--- config.mk ---
export PLATFORM = sky130hd
export DESIGN_NAME = skid_buffer
export DESIGN_NICKNAME = d
export VERILOG_FILES = /design/src/rtl/skid_buffer_pkg.sv /design/src/rtl/skid_buffer_stats.sv /design/src/rtl/skid_buffer.sv
export SDC_FILE = /design/constraint.sdc
export NUM_CORES = 1
export LEC_CHECK = 0
export CORE_AREA = 2 2 87 89
export CTS_CLUSTER_DIAMETER = 200
export CTS_CLUSTER_SIZE = 40
export DETAILED_ROUTE_END_ITERATION = 10
export DIE_AREA = 0 0 89 91
export PLACE_DENSITY = 0.83
export SLEW_MARGIN = 0
export SYNTH_ARGS = -nofsm -noshare
export SYNTH_HDL_FRONTEND = slang
export SYNTH_SLANG_ARGS = --single-unit
--- constraint.sdc ---
create_clock -name clk -period 2.6 [get_ports clk]
set_input_delay 0.39 -clock clk [delete_from_list [all_inputs] [get_ports clk]]
set_output_delay 0.39 -clock clk [all_outputs]
set_load 0.02 [all_outputs]
--- src/rtl/skid_buffer_pkg.sv ---
// Shared types and sizing for the two-entry registered skid stage.
package skid_buffer_pkg;

  localparam int unsigned SKID_DEPTH = 2;
  localparam int unsigned SKID_CNT_W = $clog2(SKID_DEPTH + 1);
  localparam int unsigned STAT_W     = 32;

  typedef enum logic [1:0] {
    SKID_EMPTY = 2'd0,
    SKID_BUSY  = 2'd1,
    SKID_FULL  = 2'd2
  } skid_state_t;

  // Occupancy implied by a state; illegal encodings read as empty.
  function automatic logic [SKID_CNT_W-1:0] skid_count(input skid_state_t s);
    case (s)
      SKID_BUSY: return SKID_CNT_W'(1);
      SKID_FULL: return SKID_CNT_W'(2);
      default:   return SKID_CNT_W'(0);
    endcase
  endfunction

endpackage

--- src/rtl/skid_buffer_stats.sv ---
// Throughput counters for the skid stage: accepted words and upstream stall cycles.
module skid_stats
  import skid_buffer_pkg::*;
(
  input  logic              clk,
  input  logic              reset,
  input  logic              in_fire,
  input  logic              full_stall,
  output logic [STAT_W-1:0] stat_in_count,
  output logic [STAT_W-1:0] stat_full_cycles
);

  // Free-running counters; wrap naturally, unaffected by kill.
  always_ff @(posedge clk or posedge reset) begin
    if (reset) begin
      stat_in_count    <= '0;
      stat_full_cycles <= '0;
    end else begin
      if (in_fire)    stat_in_count    <= stat_in_count + STAT_W'(1);
      if (full_stall) stat_full_cycles <= stat_full_cycles + STAT_W'(1);
    end
  end

endmodule

--- src/rtl/skid_buffer.sv ---
// Fully registered two-entry skid buffer on a valid/ready stream.
// in_ready, out_valid, out_data and count are all flop outputs.
// Optional counters enabled by defining SKID_BUFFER_STATS_EN.
module skid_buffer
  import skid_buffer_pkg::*;
#(
  parameter int unsigned DATA_SIZE = 32
)
(
  input  logic                  clk,
  input  logic                  reset,
  input  logic                  kill,
  output logic                  in_ready,
  input  logic                  in_valid,
  input  logic [DATA_SIZE-1:0]  in_data,
  input  logic                  out_ready,
  output logic                  out_valid,
  output logic [DATA_SIZE-1:0]  out_data,
  output logic [SKID_CNT_W-1:0] count
`ifdef SKID_BUFFER_STATS_EN
  ,
  output logic [STAT_W-1:0]     stat_in_count,
  output logic [STAT_W-1:0]     stat_full_cycles
`endif
);

  skid_state_t           state_q, state_d;
  logic [DATA_SIZE-1:0]  skid_q, skid_d;
  logic [DATA_SIZE-1:0]  out_data_d;
  logic                  in_fire, out_fire;

  assign in_fire  = in_valid && in_ready;
  assign out_fire = out_valid && out_ready;

  // State and data registers; handshake outputs are re-registered from the next state.
  always_ff @(posedge clk or posedge reset) begin
    if (reset) begin
      state_q   <= SKID_EMPTY;
      out_data  <= '0;
      skid_q    <= '0;
      out_valid <= 1'b0;
      in_ready  <= 1'b1;
      count     <= '0;
    end else begin
      state_q   <= state_d;
      out_data  <= out_data_d;
      skid_q    <= skid_d;
      out_valid <= (state_d != SKID_EMPTY);
      in_ready  <= (state_d != SKID_FULL);
      count     <= skid_count(state_d);
    end
  end

  // Next-state and data steering; kill overrides everything and empties the stage.
  always_comb begin
    state_d    = state_q;
    out_data_d = out_data;
    skid_d     = skid_q;
    case (state_q)
      SKID_EMPTY: begin
        if (in_fire) begin
          state_d    = SKID_BUSY;
          out_data_d = in_data;
        end
      end
      SKID_BUSY: begin
        if (in_fire && out_fire) begin
          out_data_d = in_data;
        end else if (in_fire) begin
          state_d = SKID_FULL;
          skid_d  = in_data;
        end else if (out_fire) begin
          state_d = SKID_EMPTY;
        end
      end
      SKID_FULL: begin
        if (out_fire) begin
          state_d    = SKID_BUSY;
          out_data_d = skid_q;
        end
      end
      default: state_d = SKID_EMPTY;
    endcase
    if (kill) begin
      state_d    = SKID_EMPTY;
      out_data_d = out_data;
      skid_d     = skid_q;
    end
  end

`ifdef SKID_BUFFER_STATS_EN
  logic full_stall;
  assign full_stall = (state_q == SKID_FULL) && in_valid;

  skid_stats u_stats (
    .clk              (clk),
    .reset            (reset),
    .in_fire          (in_fire),
    .full_stall       (full_stall),
    .stat_in_count    (stat_in_count),
    .stat_full_cycles (stat_full_cycles)
  );
`endif

endmodule

### Word level (Yosys, flattened, before mapping)

Cells that the tools add are included.

| storage, ports and cells | value |
|---|---|
| bits in registers | 70 |
| input port bits | 37 |
| output and inout bits | 36 |
| word-level logic and storage cells | 36 |

| operators by class | value |
|---|---|
| eq/ne operators | 8 |
| multiplexer cells | 12 |
| bitwise operators | 2 |
| reductions and logical operators | 8 |

Operator list:

| operator | count |
|---|---|
| two-way mux 32 bit | 3 |
| case mux 32 bit (3 select lines) | 1 |
| two-way mux 2 bit | 6 |
| != test 2 bit, second input constant | 4 |
| case mux 2 bit (3 select lines) | 1 |
| AND reduction 5 bit | 1 |
| equality test 2 x 1 -> 1 bit, second input constant | 2 |
| equality test 2 bit, second input constant | 2 |
| case mux 2 bit (2 select lines) | 1 |
| AND reduction 4 bit | 1 |
| logical AND 1 bit | 3 |
| nonzero test 3 bit | 1 |
| zero test 2 bit | 1 |
| inverter 1 bit | 2 |
| nonzero test 2 bit | 1 |

### Logic depth before layout (Yosys ltp)

Gate-level depths: netlist of the first run.

| logic depth | value |
|---|---|
| word-level depth | 8 |
| depth in mapped cells | 6 |
| mapped depth without buffers | 3 |

### Worst setup path after synthesis of the first run

OpenSTA, ideal clock, no wires.

| timing path | value |
|---|---|
| path type | flip-flop to flip-flop |
| from | register out_valid |
| to | register skid_q[10] |
| library setup time | 0.125 ns |
| arrival time | 1.539 ns |
| setup slack | 0.936 ns |
| cell stages (with the launch flop) | 5 |
| path buffers | 1 |
| period minus slack after synthesis | 1.664 ns |
| cells stage by stage | dfrtp_1 > a21bo_2 > nor3_4 > buf_6 > mux2_2 |

| on the way | value |
|---|---|
| cells in the longest elaborated chain, start to end | 4 |

Ends and longest elaborated chain:

| element | line | text |
|---|---|---|
| start, declared | skid_buffer.sv:17 | `output logic out_valid,` |
| start signal, assigned | skid_buffer.sv:48 | `out_valid <= (state_d != SKID_EMPTY);` |
| logical AND 1 bit | skid_buffer.sv:33 | `assign out_fire = out_valid && out_ready;` |
| logical AND 1 bit | skid_buffer.sv:67 | `if (in_fire && out_fire) begin` |
| inverter 1 bit (no source line) | n/a |  |
| AND reduction 4 bit (no source line) | n/a |  |
| end signal, assigned | skid_buffer.sv:47 | `skid_q <= skid_d;` |
| end, declared | skid_buffer.sv:28 | `logic [DATA_SIZE-1:0] skid_q, skid_d;` |

Every way passes these cells.
A chain may end at the register's enable or synchronous reset.

### Final worst setup path of the first run

| timing path | value |
|---|---|
| from | register in_ready |
| to | output in_ready |

RTL lines:

| element | line | text |
|---|---|---|
| start, declared | skid_buffer.sv:13 | `output logic in_ready,` |
| start signal, assigned | skid_buffer.sv:49 | `in_ready <= (state_d != SKID_FULL);` |

No word-level cell between the ends.

==> results of run 1 <==
layer usage:
metal / up-vias / GRT usage
met4: 0 / 0.0721
met1: 1301 / 0.302
met2: 93 / 0.326
met5: - / 0
li1: 1226 / -
met3: 12 / 0.0427
through the flow:
stage / total power, mW / std cells / setup slack [ns] / cell area, um^2
3_5_place_dp: 3.29 / 440 / 0.428 / 4350
5_1_grt: 4.46 / 456 / 0.579 / 4560
6_report: 4.22 / 456 / 0.704 / 4560
2_1_floorplan: 2.70 / 286 / 0.443 / 3600
4_1_cts: 4.26 / 456 / 0.687 / 4560
3_3_place_gp: 3.22 / 440 / 0.492 / 4350
layout make-up:
type                            count  area [um^2]  area share
Inverter                            1         3.75    0.000822
Clock buffer                       12          145      0.0318
Sequential cell                    70         1750       0.384
Multi-Input combinational cell    183         1630       0.357
Tap cell                           99          124      0.0271
Timing Repair Buffer               87          841       0.184
Clock inverter                      4         70.1      0.0154
placed cells by master (no fill, tap or decap), types with 2 or more instances in the layout:
cell type	count
and3b_1	33
o31ai_1	2
nand2_1	3
mux2_2	31
mux2_1	2
clkinv_2	2
dfrtp_1	69
a221oi_1	2
clkbuf_1	2
clkdlybuf4s50_1	71
bufinv_16	2
a22oi_1	2
a211oi_1	32
a21oi_1	33
buf_4	14
a22oi_2	30
clkbuf_8	10
worst max-delay path by stage:
stage	startpoint	endpoint	slack, ns	depth (start not counted)
floorplan	reset	count[0]	0.44	1
global placement	out_ready	skid_q[26]	0.49	5
detailed placement	out_ready	skid_q[23]	0.43	5
CTS	in_ready	in_ready	0.69	1
global route	state_q[1]	out_data[28]	0.58	5
finish	in_ready	in_ready	0.70	1
sequential cells by signal, indices dropped and copies added, names as in the netlist:
signal and cells:
out_valid 1, skid_q 32, out_data 32, count 2, in_ready 1, state_q 2
report_power, final:
group / internal, mW / switching [mW] / leakage, nW / total (mW)
Clock: 0.564 / 0.395 / 0.110 / 0.959
Combinational: 0.821 / 0.696 / 0.963 / 1.52
Sequential: 1.52 / 0.227 / 0.811 / 1.75
kinds of logic after synthesis:
group           count (synthesis)
compound gates                107
buf+inv                        33
flops                          70
mux                            33
simple gates                   43
==> impl_metrics.yaml, run 1 <==
sta:
  max_freq_mhz: 527
  max_slew_margin: 0.625
  maxSlewViolCount: 0
  period_share: 0.729
  timing.setup.tns_ns: 0
  fin_crit_ns: 1.90
  report.final.hold_viol_count: 0
  worst_pin_slew_ns: 0.562
  whs_ns: 0.364
  fin_skew_ns: 0.00548
  rsz0062_at_grt: "no"
  setup_violations: 0
critical_path:
  critical_path.top_delay_family: "buffers and inverters"
  cp_slowest_cell: "clkdlybuf4s50_1"
  crit_chain: "clkdlybuf4s50_1"
  cp_max_fo: 5
  arrival_ns: 1.51
  regToRegStartpoint: "state_q[1]"
  rrSetupSlack_ns: 0.71
  rr_worst_depth: 5
  rr_endpoint: "out_data[1]"
  critPathMaxStageDelay_ns: 0.61
  cp-start-kind: "flip-flop"
  path_class: "reg2out"
  worst_setup_path_end_kind: "primary output"
  cp.required_ns: 2.21
  critPathBufInv: 1
synth:
  yosys.area_share.simple: 0.102
  synthTopCellsByCount: "dfrtp_1, a21oi_1, and3b_1"
  synth_fp_nets: 323
  yosysTopAreaCell: "dfrtp_1"
  synth_cells: 286
  synth_top_family_by_area: "compound AO/OA/AOI/OAI gates"
  synth_xor_area_frac: 0
  netlist_area_mm2: 0.00360
  synth_top_area_frac: 0.479
  synth_compound_area_frac: 0.246
  syn_avg_cell_area_um2: 12.6
  synth.distinct_cells: 31
  synth_seq_area_share: 0.486
  yosys_warnings: 0
  synth_edf_count: 0
  synth_area_leaders: "dfrtp_1, a22oi_2, mux2_2"
  synthAdderAreaFrac: 0
  ys.flop_type: "dfrtp_1"
  synth.most_common_cell: "dfrtp_1"
  ys_ff_latch: 70
  synthArstFlopShare: 1.00
  muxShareOfSynthArea: 0.103
clock_tree:
  clkTransAtPathRegs_ns: 0.07
  cts_root_buf: "clkbuf_8"
  cts_tree: "built"
  postCtsSetupBuffers: 0
  cts_buffers: 9
  cts_hold_buf: 0
  clockBufferDepth: 2
  h-tree-depth: 3
  worstSkewPairLatency_ns: 0.34
  cts_sinks: 70
  ctsResizeCount: 0
floorplan:
  die_width_um: 89
  coreArea_mm2: 0.00714
  chipHeight_um: 91
  ios: 73
  fp.dieArea_mm2: 0.00810
  rows: 31
  start_util: 0.505
finish:
  n_fill_cell: 583
  num_antenna_cells: 0
  areaGrowthSynthToFinish_pct: 26.7
  utilization: 0.640
  fin_nets: 389
  drive_gt1_frac: 0.275
outcome:
  status: "completed"
route:
  top_layer: "met4"
  dr_wl_met2_um: 3880
  met1_length_um: 3530
  drtIter0Drc: 104
  wl_um: 8060
  drc_errors: 0
  via_per_inst: 5.77
  vias: 2632
  wl_met3_um: 502
  post_drt_wl_per_cell_um: 17.7
  postRouteAntennaNets: 0
  first_pass_iters: 4
placed_design:
  dp_hpwl_um: 5470
  gp_congestion: 0.763
  io_buffers: 72
global_routing:
  grt_max_degree: 33
  grt_pass1_vias: 2646
  grt_pass1_wl_um: 13300
  grt_antenna_before_repair: 0
  grt_usage: 0.213
  globalRoute.totalOverflow: 0
worst_hold_path:
  min_path_type: "in2async"
power:
  vdd_drop_max_v: 0.000530
  leakagePower_nw: 1.88
  power.density_mw_per_mm2: 925
job:
  maxCapViolCount: 0
(Power assumes the default switching activity.)
==> run 2: changes to the inputs <==
clock period = 1.9 ns   (was 2.6 ns; I/O delays follow)
==> run 2 against run 1 <==
Effect of this change: sequential cell count did not move; cell count fell by 0.66%; sequential power rose by 37%; first-iteration DRC count rose by 22%; clock power rose by 26%; routed wire length barely moved; setup slack got worse by 0.61 ns.
==> impl_metrics.yaml, run 2 (synthesis results as in run 1) <==
global_routing:
  grt_antenna_before_repair: 0
  grt_pass1_wl_um: 13200
  grt_max_degree: 71
  globalRoute.totalOverflow: 0
  grt_usage: 0.210
  grt_pass1_vias: 2677
floorplan:
  chipHeight_um: 91
  die_width_um: 89
  coreArea_mm2: 0.00714
  fp.dieArea_mm2: 0.00810
  rows: 31
  ios: 73
  start_util: 0.505
critical_path:
  cp_max_fo: 5
  cp.required_ns: 1.62
  critPathMaxStageDelay_ns: 0.61
  crit_chain: "clkdlybuf4s50_1"
  cp-start-kind: "flip-flop"
  critPathBufInv: 1
  cp_slowest_cell: "clkdlybuf4s50_1"
  path_class: "reg2out"
  critical_path.top_delay_family: "buffers and inverters"
  worst_setup_path_end_kind: "primary output"
  arrival_ns: 1.52
clock_tree:
  ctsResizeCount: 0
  cts_buffers: 9
  cts_tree: "built"
  cts_root_buf: "clkbuf_8"
  clkTransAtPathRegs_ns: 0.07
  worstSkewPairLatency_ns: 0.34
  h-tree-depth: 3
  cts_sinks: 70
  clockBufferDepth: 2
  cts_hold_buf: 0
  postCtsSetupBuffers: 0
finish:
  drive_gt1_frac: 0.274
  final_common_cell: "clkdlybuf4s50_1"
  design_area_mm2: 0.00460
  mostFrequentLayoutCells: "clkdlybuf4s50_1, dfrtp_1, and3b_1, a21oi_1, a211oi_1"
  utilization: 0.644
  num_antenna_cells: 0
  largestRegisters: "out_data: 32 flops, skid_q: 32 flops"
  areaGrowthSynthToFinish_pct: 27.6
  fin_nets: 389
power:
  p_comb_frac: 0.369
  power.density_mw_per_mm2: 1240
  p_int_mw: 3.92
  sw_frac_of_total: 0.314
  pwr-share-clk: 0.213
  pwr-share-seq: 0.418
  leakagePower_nw: 1.88
  vdd_drop_max_v: 0.000738
  p_total_mw: 5.71
  p_switching_mw: 1.79
sta:
  max_freq_mhz: 553
  report.final.hold_viol_count: 0
  layout_setup_ws_ns: 0.0916
  setup_violations: 0
  maxSlewViolCount: 0
  rsz0062_at_grt: "no"
  max_slew_margin: 0.668
  fin_skew_ns: 0.00683
  worst_pin_slew_ns: 0.497
  fin_crit_ns: 1.81
  timing.setup.tns_ns: 0
  period_share: 0.952
route:
  met1_length_um: 3640
  postRouteAntennaNets: 0
  drtIter0Drc: 127
  wl_met3_um: 381
  post_drt_wl_per_cell_um: 17.8
  dr_wl_met2_um: 3890
  drc_errors: 0
  via_per_inst: 5.86
  vias: 2654
  wl_um: 8050
  first_pass_iters: 4
  top_layer: "met4"
placed_design:
  io_buffers: 72
  gp_congestion: 0.764
  dp_hpwl_um: 5160
  place_area_mm2: 0.00440
  pre_cts_ws_ns: -0.0440
worst_hold_path:
  min_path_type: "in2reg"
job:
  maxCapViolCount: 0
outcome:
  status: "completed"
## run 2: changes by cell type in the layout (fill, tap and decap cells not counted), moves of 2 or more
cell	previous run	this run
clkbuf_8	10	12
clkinv_2	2	0
buf_4	14	10
buf_12	1	5
clkbuf_1	2	0
## run 2: power groups by stage
stage / combinational (mW) / clock (mW) / sequential [mW]
6_report: 2.11 / 1.21 / 2.39
5_1_grt: 2.27 / 1.30 / 2.44
4_1_cts: 2.13 / 1.24 / 2.38
3_5_place_dp: 2.13 / 0 / 2.40
3_3_place_gp: 2.07 / 0 / 2.37
2_1_floorplan: 1.07 / 0 / 2.63
## run 2: area by class of cell
class                           count  area [um^2]
Inverter                            1         7.51
Clock inverter                      1         30.0
Timing Repair Buffer               87          891
Fill cell                         574         2540
Sequential cell                    70         1750
Clock buffer                       12          165
Tap cell                           99          124
Multi-Input combinational cell    183         1630
## run 2: path summary, 6_finish.rpt
path,startpoint,to,slack [ns],cells past startpoint
max in group asynchronous,reset,in_ready,1.18,3
worst min-delay path,kill,out_valid,0.32,2
worst min register to register,skid_q[27],skid_q[27],0.49,1
worst max register to register,state_q[1],out_data[22],0.14,4
worst max-delay path,in_ready,in_ready,0.09,1
min in group asynchronous,reset,out_data[31],0.38,3
## run 2: through the flow
stage	std cells	hold WS, ns
after floorplan	286	0.392
after global placement	440	0.460
after global routing	453	0.327
final	453	0.316
after detailed placement	440	0.476
after CTS	453	0.299
## run 2: routing by layer
layer	track usage	vias up
li1	-	1233
met1	0.302	1323
met2	0.314	85
met3	0.0382	13
met4	0.0821	0
met5	0	-
==> run 3: changes to the inputs <==
CORE_AREA = 2 2 88 90   (was 2 2 87 89)
DIE_AREA = 0 0 90 92   (was 0 0 89 91)
PLACE_DENSITY = 0.81   (was 0.83)
==> run 3 against run 2 <==
Effect of this change: cell count is 2.2% higher; maximum frequency is 1.1% higher; worst hold slack better by 0.016 ns; die area is 2.2% higher; clock power is 7% lower; global-route usage is 0.51 points lower; via count is 2.6% lower; routed wire length is 0.51% lower; first-iteration DRC count is 10% lower; setup slack better by 0.020 ns; sequential cell count stayed put.
==> impl_metrics.yaml, run 3 (synthesis results as in run 1) <==
sta:
  rsz0062_at_grt: "no"
  setup_violations: 0
  report.final.hold_viol_count: 0
  max_freq_mhz: 559
  max_slew_margin: 0.664
  layout_setup_ws_ns: 0.111
  whs_ns: 0.332
  maxSlewViolCount: 0
  fin_crit_ns: 1.79
  worst_pin_slew_ns: 0.504
  fin_skew_ns: 0.00797
  period_share: 0.941
outcome:
  status: "completed"
clock_tree:
  postCtsSetupBuffers: 0
  cts_buffers: 9
  h-tree-depth: 3
  cts_hold_buf: 0
  worstSkewPairLatency_ns: 0.34
  ctsResizeCount: 0
  cts_sinks: 70
  clockBufferDepth: 2
  cts_tree: "built"
  clkTransAtPathRegs_ns: 0.07
  cts_root_buf: "clkbuf_8"
finish:
  areaGrowthSynthToFinish_pct: 27.1
  final_common_cell: "clkdlybuf4s50_1"
  mostFrequentLayoutCells: "clkdlybuf4s50_1, dfrtp_1, and3b_1, a21oi_1, a211oi_1"
  design_area_mm2: 0.00458
  fin_nets: 393
  drive_gt1_frac: 0.283
  largestRegisters: "out_data: 32 flops, skid_q: 32 flops"
  num_antenna_cells: 0
route:
  first_pass_iters: 4
  via_per_inst: 5.59
  postRouteAntennaNets: 0
  wl_um: 8010
  vias: 2586
  drc_errors: 0
  drtIter0Drc: 114
  post_drt_wl_per_cell_um: 17.3
placed_design:
  place_area_mm2: 0.00440
  dp_hpwl_um: 5390
  gp_congestion: 0.833
  io_buffers: 72
  pre_cts_ws_ns: -0.00280
global_routing:
  grt_max_degree: 71
  grt_pass1_wl_um: 13500
  grt_usage: 0.205
  grt_pass1_vias: 2713
  grt_antenna_before_repair: 0
  globalRoute.totalOverflow: 0
critical_path:
  cp-start-kind: "flip-flop"
  worst_setup_path_end_kind: "primary output"
  crit_chain: "clkdlybuf4s50_1"
  critical_path.top_delay_family: "buffers and inverters"
  cp_slowest_cell: "clkdlybuf4s50_1"
  path_class: "reg2out"
  arrival_ns: 1.50
  cp_max_fo: 5
  cp.required_ns: 1.62
  critPathMaxStageDelay_ns: 0.61
  critPathLaunch: "in_ready"
  critPathBufInv: 1
  regToRegStartpoint: "in_ready"
worst_hold_path:
  hp-start: "kill"
  min_path_type: "in2reg"
power:
  power.density_mw_per_mm2: 1230
  vdd_drop_max_v: 0.000660
  p_total_mw: 5.62
  leakagePower_nw: 1.89
floorplan:
  start_util: 0.484
  chipHeight_um: 92
  die_width_um: 90
  rows: 32
  ios: 73
  fp.dieArea_mm2: 0.00828
  coreArea_mm2: 0.00745
job:
  maxCapViolCount: 0
## run 3: cell count changes in the layout (fill, tap and decap cells not counted), sizes merged
cell    previous run  this run
buf               16        20
clkinv             0         4
clkbuf            12        11
## run 3: final timing paths
kind | slack (ns) | cells past startpoint | endpoint
min reg2reg | 0.50 | 1 | skid_q[2]
min in group asynchronous | 0.40 | 3 | out_data[22]
max reg2reg | 0.22 | 4 | skid_q[4]
max | 0.11 | 1 | in_ready
min | 0.33 | 2 | out_valid
max in group asynchronous | 1.19 | 3 | in_ready
## run 3: final cells by class
type | count | area (um^2)
Sequential cell | 70 | 1750
Inverter | 1 | 7.51
Tap cell | 102 | 128
Multi-Input combinational cell | 183 | 1630
Clock buffer | 11 | 131
Timing Repair Buffer | 91 | 883
Fill cell | 614 | 2870
Clock inverter | 5 | 50.0
## run 3: per-layer routing
layer  wire length (um)  track usage  share of wire  vias up
met5                  0            0              0        -
li1                   -            -              -     1233
met4                128       0.0731          0.016        0
met3                340       0.0386          0.042       13
met1               3470        0.270           0.43     1274
met2               4070        0.341           0.51       66
## run 3: worst register-to-register path, stage by stage, from the launching register on
cell      delay, ns
dfstp_2        0.56
nand3b_1       0.19
nor3_4         0.20
buf_4          0.24
mux2_2         0.36
## run 3: metrics by stage
| stage | TNS, ns | instances | utilization |
|---|---|---|---|
| 2_1_floorplan | 0 | 286 | - |
| 3_3_place_gp | 0 | 447 | 0.591 |
| 3_5_place_dp | -0.00280 | 447 | 0.591 |
| 4_1_cts | 0 | 463 | 0.615 |
| 5_1_grt | 0 | 463 | 0.615 |
| 6_report | 0 | 463 | 0.615 |
## run 3: where the power goes
part / internal (mW) / switching, mW
clock network: 0.598 / 0.524
logic: 1.14 / 0.961
registers: 2.08 / 0.312
